File: src/rtl/sfm_step_scheduler_if.sv
// sfm_step_scheduler_if
//  Groups the step-scheduler request inputs (step_tick, g_done) and all of its
//  strobe/status outputs. The slave modport is used by the scheduler itself and
//  the master modport by whatever issues ticks and consumes the strobes.
//  With SFM_SCHED_STATS_EN defined, step_lat/max_lat are added.
interface sfm_step_scheduler_if;
  logic        step_tick;
  logic        g_done;
  logic        sta;
  logic        sta_m;
  logic        sta_read_vdc;
  logic        sta_read_ia;
  logic        uab_valid;
  logic        sta_read_fifo;
  logic        done_sig;
  logic        busy;
  logic        overrun;
  logic        timeout_err;
  logic [15:0] step_cnt;
`ifdef SFM_SCHED_STATS_EN
  logic [15:0] step_lat;
  logic [15:0] max_lat;

  modport slave (
    input  step_tick, g_done,
    output sta, sta_m, sta_read_vdc, sta_read_ia, uab_valid, sta_read_fifo,
           done_sig, busy, overrun, timeout_err, step_cnt, step_lat, max_lat
  );
  modport master (
    output step_tick, g_done,
    input  sta, sta_m, sta_read_vdc, sta_read_ia, uab_valid, sta_read_fifo,
           done_sig, busy, overrun, timeout_err, step_cnt, step_lat, max_lat
  );
`else
  modport slave (
    input  step_tick, g_done,
    output sta, sta_m, sta_read_vdc, sta_read_ia, uab_valid, sta_read_fifo,
           done_sig, busy, overrun, timeout_err, step_cnt
  );
  modport master (
    output step_tick, g_done,
    input  sta, sta_m, sta_read_vdc, sta_read_ia, uab_valid, sta_read_fifo,
           done_sig, busy, overrun, timeout_err, step_cnt
  );
`endif
endinterface

File: src/rtl/sfm_step_scheduler.sv
// sfm_step_scheduler
//  Sequences one simulation step of the SFM source datapath: on step_tick it
//  issues sta, waits for the INV g-function done, then after M_LEAD cycles
//  issues sta_m and replays all fixed-latency strobes from one run counter.
//  Ports: clk, rst (sync, active high), bus (sfm_step_scheduler_if.slave):
//   in  step_tick, g_done
//   out sta, sta_m, sta_read_vdc, sta_read_ia, uab_valid, sta_read_fifo,
//       done_sig, busy, overrun (sticky), timeout_err (sticky), step_cnt[15:0]
//  Optional macro SFM_SCHED_STATS_EN adds step_lat/max_lat (sta->done latency).
//  All outputs are registered.
module sfm_step_scheduler #(
  parameter int LAT_RD_VDC  = 7,
  parameter int LAT_RD_IA   = 12,
  parameter int LAT_UAB     = 14,
  parameter int LAT_RD_FIFO = 37,
  parameter int LAT_DONE    = 39,
  parameter int M_LEAD      = 2,
  parameter int G_TIMEOUT   = 255
) (
  input logic                 clk,
  input logic                 rst,
  sfm_step_scheduler_if.slave bus
);
  localparam int RW = $clog2(LAT_DONE + 1);
  // Compare points are LAT-1: the registered output lands LAT cycles after sta_m.
  localparam logic [RW-1:0] C_VDC  = RW'(LAT_RD_VDC - 1);
  localparam logic [RW-1:0] C_IA   = RW'(LAT_RD_IA - 1);
  localparam logic [RW-1:0] C_UAB  = RW'(LAT_UAB - 1);
  localparam logic [RW-1:0] C_FIFO = RW'(LAT_RD_FIFO - 1);
  localparam logic [RW-1:0] C_DONE = RW'(LAT_DONE - 1);
  localparam logic [7:0]    C_TMO  = 8'(G_TIMEOUT);

  typedef enum logic [2:0] {IDLE, LAUNCH, WAIT_G, LEAD, RUN} state_t;
  state_t state, state_nxt;

  logic [7:0]    tmo_cnt;
  logic [3:0]    lead_cnt;
  logic [RW-1:0] run_cnt;

  logic sta_q, sta_m_q, vdc_q, ia_q, uab_q, fifo_q, done_q, busy_q, ovr_q, tmo_q;
  logic [15:0] step_cnt_q;

  logic sta_n, sta_m_n, vdc_n, ia_n, uab_n, fifo_n, done_n, busy_n, ovr_n, tmo_n;

  // state register
  always_ff @(posedge clk) begin
    if (rst) state <= IDLE;
    else     state <= state_nxt;
  end

  // next state
  always_comb begin
    state_nxt = state;
    unique case (state)
      IDLE:   if (bus.step_tick) state_nxt = LAUNCH;
      LAUNCH: state_nxt = WAIT_G;
      WAIT_G: begin
        // g_done wins over a coincident timeout
        if (bus.g_done)            state_nxt = (M_LEAD == 0) ? RUN : LEAD;
        else if (tmo_cnt == C_TMO) state_nxt = IDLE;
      end
      LEAD:   if (int'(lead_cnt) == M_LEAD - 1) state_nxt = RUN;
      RUN:    if (run_cnt == C_DONE) state_nxt = IDLE;
      default: state_nxt = IDLE;
    endcase
  end

  // output next-values (registered below)
  always_comb begin
    sta_n   = (state == LAUNCH);
    sta_m_n = (state != RUN) && (state_nxt == RUN);
    vdc_n   = (state == RUN) && (run_cnt == C_VDC);
    ia_n    = (state == RUN) && (run_cnt == C_IA);
    uab_n   = (state == RUN) && (run_cnt == C_UAB);
    fifo_n  = (state == RUN) && (run_cnt == C_FIFO);
    done_n  = (state == RUN) && (run_cnt == C_DONE);
    busy_n  = (state_nxt != IDLE);
    ovr_n   = bus.step_tick && (state != IDLE);
    tmo_n   = (state == WAIT_G) && !bus.g_done && (tmo_cnt == C_TMO);
  end

  always_ff @(posedge clk) begin
    if (rst) begin
      tmo_cnt    <= '0;
      lead_cnt   <= '0;
      run_cnt    <= '0;
      sta_q      <= 1'b0;
      sta_m_q    <= 1'b0;
      vdc_q      <= 1'b0;
      ia_q       <= 1'b0;
      uab_q      <= 1'b0;
      fifo_q     <= 1'b0;
      done_q     <= 1'b0;
      busy_q     <= 1'b0;
      ovr_q      <= 1'b0;
      tmo_q      <= 1'b0;
      step_cnt_q <= '0;
    end else begin
      tmo_cnt  <= (state == WAIT_G) ? tmo_cnt + 8'd1 : '0;
      lead_cnt <= (state == LEAD) ? lead_cnt + 4'd1 : '0;
      run_cnt  <= (state == RUN) ? run_cnt + 1'b1 : '0;
      sta_q    <= sta_n;
      sta_m_q  <= sta_m_n;
      vdc_q    <= vdc_n;
      ia_q     <= ia_n;
      uab_q    <= uab_n;
      fifo_q   <= fifo_n;
      done_q   <= done_n;
      busy_q   <= busy_n;
      ovr_q    <= ovr_q | ovr_n;
      tmo_q    <= tmo_q | tmo_n;
      if (done_n) step_cnt_q <= step_cnt_q + 16'd1;
    end
  end

  assign bus.sta           = sta_q;
  assign bus.sta_m         = sta_m_q;
  assign bus.sta_read_vdc  = vdc_q;
  assign bus.sta_read_ia   = ia_q;
  assign bus.uab_valid     = uab_q;
  assign bus.sta_read_fifo = fifo_q;
  assign bus.done_sig      = done_q;
  assign bus.busy          = busy_q;
  assign bus.overrun       = ovr_q;
  assign bus.timeout_err   = tmo_q;
  assign bus.step_cnt      = step_cnt_q;

`ifdef SFM_SCHED_STATS_EN
  // lat_cnt is 0 in the sta cycle, so lat_cnt+1 in the cycle before done is
  // the sta->done distance seen on the done cycle.
  logic [15:0] lat_cnt, step_lat_q, max_lat_q;
  always_ff @(posedge clk) begin
    if (rst) begin
      lat_cnt    <= '0;
      step_lat_q <= '0;
      max_lat_q  <= '0;
    end else begin
      lat_cnt <= (state == LAUNCH) ? '0 : lat_cnt + 16'd1;
      if (done_n) begin
        step_lat_q <= lat_cnt + 16'd1;
        if (lat_cnt + 16'd1 > max_lat_q) max_lat_q <= lat_cnt + 16'd1;
      end
    end
  end
  assign bus.step_lat = step_lat_q;
  assign bus.max_lat  = max_lat_q;
`endif
endmodule

File: src/flat_wrapper.sv
// flat-port wrapper written by rule: the top's interface ports become plain ports
module sfm_step_scheduler_flat 
#(
  parameter int LAT_RD_VDC  = 7,
  parameter int LAT_RD_IA   = 12,
  parameter int LAT_UAB     = 14,
  parameter int LAT_RD_FIFO = 37,
  parameter int LAT_DONE    = 39,
  parameter int M_LEAD      = 2,
  parameter int G_TIMEOUT   = 255
)
  (clk, rst, bus_step_tick, bus_g_done, bus_sta, bus_sta_m, bus_sta_read_vdc, bus_sta_read_ia, bus_uab_valid, bus_sta_read_fifo, bus_done_sig, bus_busy, bus_overrun, bus_timeout_err, bus_step_cnt);
  sfm_step_scheduler_if bus_i ();
  input logic clk;
  input logic rst;
  input wire logic [$bits(bus_i.step_tick)-1:0] bus_step_tick;
  input wire logic [$bits(bus_i.g_done)-1:0] bus_g_done;
  output wire logic [$bits(bus_i.sta)-1:0] bus_sta;
  output wire logic [$bits(bus_i.sta_m)-1:0] bus_sta_m;
  output wire logic [$bits(bus_i.sta_read_vdc)-1:0] bus_sta_read_vdc;
  output wire logic [$bits(bus_i.sta_read_ia)-1:0] bus_sta_read_ia;
  output wire logic [$bits(bus_i.uab_valid)-1:0] bus_uab_valid;
  output wire logic [$bits(bus_i.sta_read_fifo)-1:0] bus_sta_read_fifo;
  output wire logic [$bits(bus_i.done_sig)-1:0] bus_done_sig;
  output wire logic [$bits(bus_i.busy)-1:0] bus_busy;
  output wire logic [$bits(bus_i.overrun)-1:0] bus_overrun;
  output wire logic [$bits(bus_i.timeout_err)-1:0] bus_timeout_err;
  output wire logic [$bits(bus_i.step_cnt)-1:0] bus_step_cnt;
  assign bus_i.step_tick = bus_step_tick;
  assign bus_i.g_done = bus_g_done;
  assign bus_sta = bus_i.sta;
  assign bus_sta_m = bus_i.sta_m;
  assign bus_sta_read_vdc = bus_i.sta_read_vdc;
  assign bus_sta_read_ia = bus_i.sta_read_ia;
  assign bus_uab_valid = bus_i.uab_valid;
  assign bus_sta_read_fifo = bus_i.sta_read_fifo;
  assign bus_done_sig = bus_i.done_sig;
  assign bus_busy = bus_i.busy;
  assign bus_overrun = bus_i.overrun;
  assign bus_timeout_err = bus_i.timeout_err;
  assign bus_step_cnt = bus_i.step_cnt;
  sfm_step_scheduler #(.LAT_RD_VDC(LAT_RD_VDC), .LAT_RD_IA(LAT_RD_IA), .LAT_UAB(LAT_UAB), .LAT_RD_FIFO(LAT_RD_FIFO), .LAT_DONE(LAT_DONE), .M_LEAD(M_LEAD), .G_TIMEOUT(G_TIMEOUT)) u_core (.clk(clk), .rst(rst), .bus(bus_i));
endmodule
File: config.mk
export PLATFORM = sky130hd
export DESIGN_NAME = sfm_step_scheduler_flat
export DESIGN_NICKNAME = d
export VERILOG_FILES = /design/src/rtl/sfm_step_scheduler_if.sv /design/src/rtl/sfm_step_scheduler.sv /design/src/flat_wrapper.sv
export SDC_FILE = /design/constraint.sdc
export NUM_CORES = 1
export LEC_CHECK = 0
export CORE_AREA = 2 2 67 69
export CTS_CLUSTER_DIAMETER = 40
export DETAILED_ROUTE_END_ITERATION = 7
export DIE_AREA = 0 0 69 71
export PLACE_DENSITY = 0.79
export SETUP_SLACK_MARGIN = 0.4
export SYNTH_ARGS = -nofsm -noshare
export SYNTH_HDL_FRONTEND = slang
export SYNTH_SLANG_ARGS = --single-unit
File: constraint.sdc
create_clock -name clk -period 2.2 [get_ports clk]
set_input_delay 0.44 -clock clk [delete_from_list [all_inputs] [get_ports clk]]
set_output_delay 0.44 -clock clk [all_outputs]
set_load 0.02 [all_outputs]
==> summary.md, run 1 <==
| Metric | Value |
|---|---|
| Status | `finished clean` |
| Via count | `1618` |
| DRT Pass-1 Iters | `4` |
| WP buf/inv | `1` |
| Max stage delay on crit path | `0.62 ns` |
| Core Rows | `24` |
| CP delay by family, top | `buffers and inverters` |
| CTS Root Cell | `clkbuf_8` |
| Sw Share | `0.203` |
| Initial core utilization | `0.474` |
| R2R cell count | `7` |
| Slowest-stage cell, CP | `clkdlybuf4s50_1` |
| Hold_buf cts | `0` |
| Die W | `69 µm` |
| CP Cell Sequence | `clkdlybuf4s50_1` |
| Htree depth | `2` |
| Worst slew margin | `0.740` |
| Leakage Power | `1.01 nW` |
| Worst Hold Depth | `1` |
| Most frequent cells in the layout | `dfxtp_1 (44), nor2_1 (23), clkdlybuf4s50_1 (17)` |
| VDD IR-drop max | `roughly 0.54 mV` |
| Seq pwr share | `0.570` |
| Slew @ Worst Pin | `~0.39 ns` |
| Switching Power | `311 µW` |
| P per Cell Area | `just over 600 nW/µm²` |
| Cell area after synthesis | `between 1500 and 2000 µm²` |
| P_int | `1.22 mW` |
| Fmax | `around 580 MHz` |
| Min-Delay Path Class | `flip-flop to flip-flop` |
| Post-synthesis sequential area ratio | `0.472` |
| Max cap viols | `0` |
| Power, Total | `1.53 mW` |
| Final min period | `1.74 ns` |
| Hpwl dp | `2560 µm` |
| CTS tree | `built` |
| GPL Wtd Cong | `0.803` |
| Final period util | `0.789` |
| Die Y | `between 70 and 80 µm` |
| R2r setup slk | `between 0.4 and 0.5 ns` |
| Initial antenna violation count | `0` |
| CP arrival | `about 1.3 ns` |
| Port Buffers | `29` |
| Detail Route Antenna Nets | `0` |
| CORE AREA | `around 4200 µm²` |
| Dpl cell area | `between 2000 and 2500 µm²` |
| Yosys cell types | `42` |
| Initial DRC count | `64` |
| Die area | `4900 µm²` |
| Final setup skew | `about 0.010 ns` |
| Synth Warn # | `0` |
| Antenna Cells | `0` |
| CTS buffer count | `5` |
| Clock Latency Late Sink | `approximately 0.30 ns` |
| First-pass GRT wire length | `around 6100 µm` |
| Mapped Cells | `approximately 210` |
| Final Instance Area | `between 2000 and 2500 µm²` |
| Hold path start | `u_core.run_cnt[0]$_SDFF_PP0_` |
| CP Max Fanout | `5` |
| Cell depth of the worst setup path | `1` |
| Vias in the first global route | `~1400` |
| Clock share of power | `0.392` |
| Net Count, Synth | `226` |
| Grt ovf | `0` |
| Post-route DRC | `0` |
| Synth Register Bits | `47` |
| Final setup TNS | `0 ns` |
| Final slew viol count | `0` |
| Comb pwr share | `0.039` |
| R2R Path End | `u_core.bus.step_cnt[15]$_SDFFE_PP0P_` |
| Syn_area_per_cell | `9.32 µm²` |
| Fill cells | `approximately 390` |
| Critical path type | `flip-flop to primary output` |
| Final core utilization | `0.592` |
| Unrepaired setup endpoints after global routing | `yes` |
| Largest net degree at the start of global routing | `17` |
| Vias per cell | `approximately 5.4` |
| # setup viols final | `0` |
| Max clock buf depth | `2` |
| Final Hold Fails | `0` |
| Crit. End Element | `primary output` |
| Clock transition at path regs | `around 0.08 ns` |
| TritonCTS Sinks | `47` |
| Data required time of the worst path | `about 1.8 ns` |
| Worst R2R Start | `u_core.run_cnt[0]$_SDFF_PP0_` |
| Overall routing resource usage | `0.159` |
| Layout cell share with drive strength beyond 1 | `0.100` |
| Most common cell after layout, fill and taps aside | `dfxtp_1` |
| WL final | `approximately 3700 µm` |
| CP startpoint kind | `flip-flop` |
| Ports | `30` |
| Hold Path Sink | `u_core.run_cnt[0]$_SDFF_PP0_` |
| Area grow syn2layout | `24.7%` |
| WL/cell | `between 10 and 15 µm` |
| Total Nets Final | `roughly 260` |
[metrics by stage]
stage | hold WS, ns | cells | worst slack [ns]
after CTS | 0.472 | 298 | 0.404
after detailed placement | 0.453 | 291 | 0.236
final | 0.458 | 302 | 0.464
after floorplan | 0.426 | 214 | 0.583
after global placement | 0.440 | 291 | 0.301
after global routing | 0.485 | 302 | 0.355
[cell families after synthesis]
logic type | share of synthesized area
buf+inv | 0.0383
fa+ha+maj | 0.0502
simple gates | 0.275
compound gates | 0.0979
xor+xnor | 0.0615
flops | 0.472
mux | 0.00502
[routing by layer]
layer  vias up  wire (µm)  global-route usage
li1        827          -                   -
met1       756       1720               0.188
met2        28       1730               0.257
met3         7        143              0.0499
met4         0         93              0.0915
met5         -          0                   0
[power by group through the flow]
stage | registers [mW] | logic, mW | clock network, mW
CTS | 0.875 | 0.0599 | 0.623
global route | 0.877 | 0.0642 | 0.665
global placement | 0.895 | 0.0591 | 0
finish | 0.874 | 0.0592 | 0.601
floorplan | 0.893 | 0.0357 | 0
detailed placement | 0.894 | 0.0598 | 0
[cells in the mapped netlist (all sizes together)]
| library cell | number | area, µm² |
|---|---|---|
| clkbuf | 5 | 18.8 |
| inv | 9 | 33.8 |
| nand4b | 1 | 8.76 |
| o21ai | 11 | 55.1 |
| nor3b | 4 | 35.0 |
| nor2 | 23 | 86.3 |
| and4bb | 2 | 25.0 |
| a21oi | 16 | 80.1 |
| buf | 3 | 23.8 |
| and3 | 2 | 12.5 |
| nand2b | 1 | 6.26 |
| mux2i | 1 | 10.0 |
| nor2b | 2 | 12.5 |
| ha | 8 | 100 |
| or3 | 11 | 68.8 |
| and2 | 2 | 12.5 |
| dfxtp | 47 | 941 |
| nand3 | 12 | 72.6 |
| a311oi | 1 | 8.76 |
| o22ai | 1 | 6.26 |
| or4 | 3 | 22.5 |
| a211o | 1 | 8.76 |
| xor2 | 8 | 70.1 |
| nand3b | 1 | 7.51 |
| nor4 | 1 | 6.26 |
| a31oi | 1 | 6.26 |
| xnor2 | 6 | 52.6 |
| and4 | 4 | 35.0 |
| nand2 | 10 | 37.5 |
| nand4 | 7 | 58.8 |
| a21o | 1 | 7.51 |
| or2 | 2 | 12.5 |
| nor4b | 1 | 8.76 |
| nor3 | 2 | 10.0 |
| o31ai | 3 | 22.5 |
| and4b | 1 | 10.0 |
[cell type report]
cell class | instances | area, µm² | area share
multi-input combinational | 150 | 981 | 0.394
sequential | 47 | 947 | 0.381
timing repair buffer | 37 | 358 | 0.144
clock buffer | 6 | 72.6 | 0.0292
tap | 52 | 65.1 | 0.0262
inverter | 9 | 33.8 | 0.0136
clock inverter | 1 | 30.0 | 0.0121
[how the worst max path moves through the flow]
stage                                                   start                             endpoint  slack (ns)
after floorplan                  u_core.run_cnt[0]$_SDFF_PP0_  u_core.bus.step_cnt[5]$_SDFFE_PP0P_        0.58
after CTS                 u_core.bus.step_cnt[4]$_SDFFE_PP0P_                      bus_step_cnt[4]        0.40
after detailed placement                           bus_g_done           u_core.bus.busy$_SDFF_PP0_        0.24
after global placement                             bus_g_done           u_core.bus.busy$_SDFF_PP0_        0.30
after global routing               u_core.state[0]$_SDFF_PP0_  u_core.bus.step_cnt[6]$_SDFFE_PP0P_        0.35
final                     u_core.bus.step_cnt[6]$_SDFFE_PP0P_                      bus_step_cnt[6]        0.46
[state kept, by name, indices dropped and copies added, names as in the netlist, 3 cells and up]
| register | count |
|---|---|
| u_core.run_cnt | 6 |
| u_core.state | 3 |
| u_core.bus.step_cnt | 16 |
| u_core.tmo_cnt | 8 |
| u_core.lead_cnt | 4 |
[timing repair]
| item | CTS | global route |
|---|---|---|
| pin swaps | 1 | 3 |
| resized for setup | 8 | 11 |
| setup endpoints to repair | 16 | 15 |
| setup buffers | 0 | 4 |
Power figures use the tool's default switching activity.
==> inputs of run 2 (changes only) <==
--- a/config.mk
+++ b/config.mk
@@ -5,11 +5,11 @@
 export SDC_FILE = /design/constraint.sdc
 export NUM_CORES = 1
 export LEC_CHECK = 0
-export CORE_AREA = 2 2 67 69
+export CORE_AREA = 2 2 68 70
 export CTS_CLUSTER_DIAMETER = 40
 export DETAILED_ROUTE_END_ITERATION = 7
-export DIE_AREA = 0 0 69 71
-export PLACE_DENSITY = 0.79
+export DIE_AREA = 0 0 70 72
+export PLACE_DENSITY = 0.8
 export SETUP_SLACK_MARGIN = 0.4
 export SYNTH_ARGS = -nofsm -noshare
 export SYNTH_HDL_FRONTEND = slang
==> constraint.sdc (replaced) <==
create_clock -name clk -period 1.48 [get_ports clk]
set_input_delay 0.296 -clock clk [delete_from_list [all_inputs] [get_ports clk]]
set_output_delay 0.296 -clock clk [all_outputs]
set_load 0.02 [all_outputs]
==> run 2 against run 1 <==
The run now ends with negative setup slack left. Sequential power increased by 48%. Final area increased by 40%. Clock skew is 0.0045 ns higher. Core utilization is 22 points higher. Register-to-register slack got worse by 0.82 ns. Clock power grew 23%. First-iteration DRC count rose to 3.2 times the previous value. Cell count grew 20%. Hold slack improved by 0.044 ns. Die area up 2.9%. Sequential cell count did not move. Critical endpoint is now u_core.bus.step_cnt[10]$_SDFFE_PP0P_. Highest routed layer unchanged.
==> summary.md, run 2 (synthesized netlist as in run 1, its figures left out) <==
| Metric | Value |
|---|---|
| Worst Hold Depth | `2` |
| Initial DRC count | `205` |
| Final core utilization | `0.815` |
| Largest register FFs | `16` |
| Area grow syn2layout | `74.2%` |
| Die W | `around 70 µm` |
| Leakage Power | `1.32 nW` |
| Vias per cell | `between 5 and 6` |
| CP startpoint kind | `flip-flop` |
| P per Cell Area | `~640 nW/µm²` |
| Fmax | `about 550 MHz` |
| DRT Pass-1 Iters | `4` |
| WL final | `~6900 µm` |
| Detail Route Antenna Nets | `0` |
| Worst slew margin | `0.766` |
| R2r setup slk | `-0.35 ns` |
| Final setup skew | `about 0.015 ns` |
| Final slew viol count | `0` |
| Initial antenna violation count | `0` |
| Unrepaired setup endpoints after global routing | `yes` |
| Setup WS pre-CTS | `-0.243 ns` |
| Largest net degree at the start of global routing | `17` |
| Crit. End Element | `flip-flop` |
| CP arrival | `a little over 2 ns` |
| Max cap viols | `0` |
| WL/cell | `19.0 µm` |
| First-pass GRT wire length | `8210 µm` |
| Final period util | `1.24` |
| Hold_buf cts | `0` |
| CTS tree | `built` |
| CP Max Fanout | `8` |
| Final min period | `~1.8 ns` |
| Post-route DRC | `0` |
| Final WS setup | `-0.352 ns` |
| TritonCTS Sinks | `47` |
| Data required time of the worst path | `approximately 1.7 ns` |
| Initial core utilization | `0.468` |
| Min-Delay Path Class | `flip-flop to flip-flop` |
| R2R cell count | `8` |
| Via count | `2110` |
| Hpwl dp | `roughly 3100 µm` |
| CTS Root Cell | `clkbuf_8` |
| Clock Latency Late Sink | `~0.31 ns` |
| Slew @ Worst Pin | `0.347 ns` |
| Most frequent cells in the layout | `buf_4 (46), buf_6 (44), dfxtp_2 (25)` |
| Most common cell after layout, fill and taps aside | `buf_4` |
| Core Rows | `24` |
| Htree depth | `2` |
| Ports | `30` |
| Layout cell share with drive strength beyond 1 | `0.613` |
| Violated checks | `negative setup slack` |
| Critical path type | `flip-flop to flip-flop` |
| Status | `finished with violations` |
| Antenna Cells | `0` |
| Final Hold Fails | `0` |
| Final setup TNS | `-4.55 ns` |
| # setup viols final | `18` |
| Vias in the first global route | `~1900` |
| Die Y | `roughly 70 µm` |
| Overall routing resource usage | `0.203` |
| Port Buffers | `29` |
| GPL Wtd Cong | `between 0.7 and 0.8` |
| CTS buffer count | `5` |
| Die area | `just over 5000 µm²` |
| Total Nets Final | `approximately 320` |
| Grt ovf | `0` |
| Clock transition at path regs | `0.09 ns` |
| VDD IR-drop max | `0.563 mV` |
| Max clock buf depth | `2` |
| CORE AREA | `~4300 µm²` |
-- run 2: critical path, stage by stage, from the launching register on --
cell	delay (ns)
dfxtp_2	0.34
inv_2	0.08
ha_4	0.12
and4bb_2	0.29
buf_4	0.14
nand4_1	0.10
buf_6	0.17
or3_4	0.33
a21oi_1	0.19
-- run 2: through the flow --
step	total power, mW	cell area, µm²	instances	hold slack (ns)
after floorplan	1.40	2090	214	0.428
after global placement	1.44	2630	320	0.437
after detailed placement	1.44	2630	320	0.448
after CTS	2.14	2950	344	0.485
after global routing	2.27	3470	362	0.516
final	2.21	3470	362	0.502
-- run 2: path summary, 6_finish.rpt --
check                               startpoint                                    to
min reg2reg  u_core.bus.timeout_err$_SDFF_PP0_     u_core.bus.timeout_err$_SDFF_PP0_
max reg2reg       u_core.run_cnt[0]$_SDFF_PP0_  u_core.bus.step_cnt[10]$_SDFFE_PP0P_
min          u_core.bus.timeout_err$_SDFF_PP0_     u_core.bus.timeout_err$_SDFF_PP0_
max               u_core.run_cnt[0]$_SDFF_PP0_  u_core.bus.step_cnt[10]$_SDFFE_PP0P_
-- run 2: final cells by class --
cell class                 count  area (µm²)
multi-input combinational    150        1370
sequential                    47         998
timing repair buffer          98         935
fill                         238         791
clock buffer                   6        72.6
tap                           52        65.1
inverter                       9        33.8
-- run 2: repair_timing --
item | in CTS | in global routing
pin swaps | 14 | 31
endpoints found under the setup margin | 68 | 70
setup buffers | 17 | 18
gates resized for setup | 189 | 95
gates cloned | 1 | 0
-- run 2: metal layers --
metal	up-vias	track usage	share of wire
met2	108	0.377	0.53
li1	944	-	-
met4	0	0.0897	0.051
met5	-	0	0
met1	1027	0.219	0.37
met3	31	0.0514	0.059
-- run 2: power by group --
group / internal [mW] / switching, mW
clock network: 0.316 / 0.422
logic: 0.101 / 0.0879
registers: 1.27 / 0.0146
total: 1.69 / 0.524
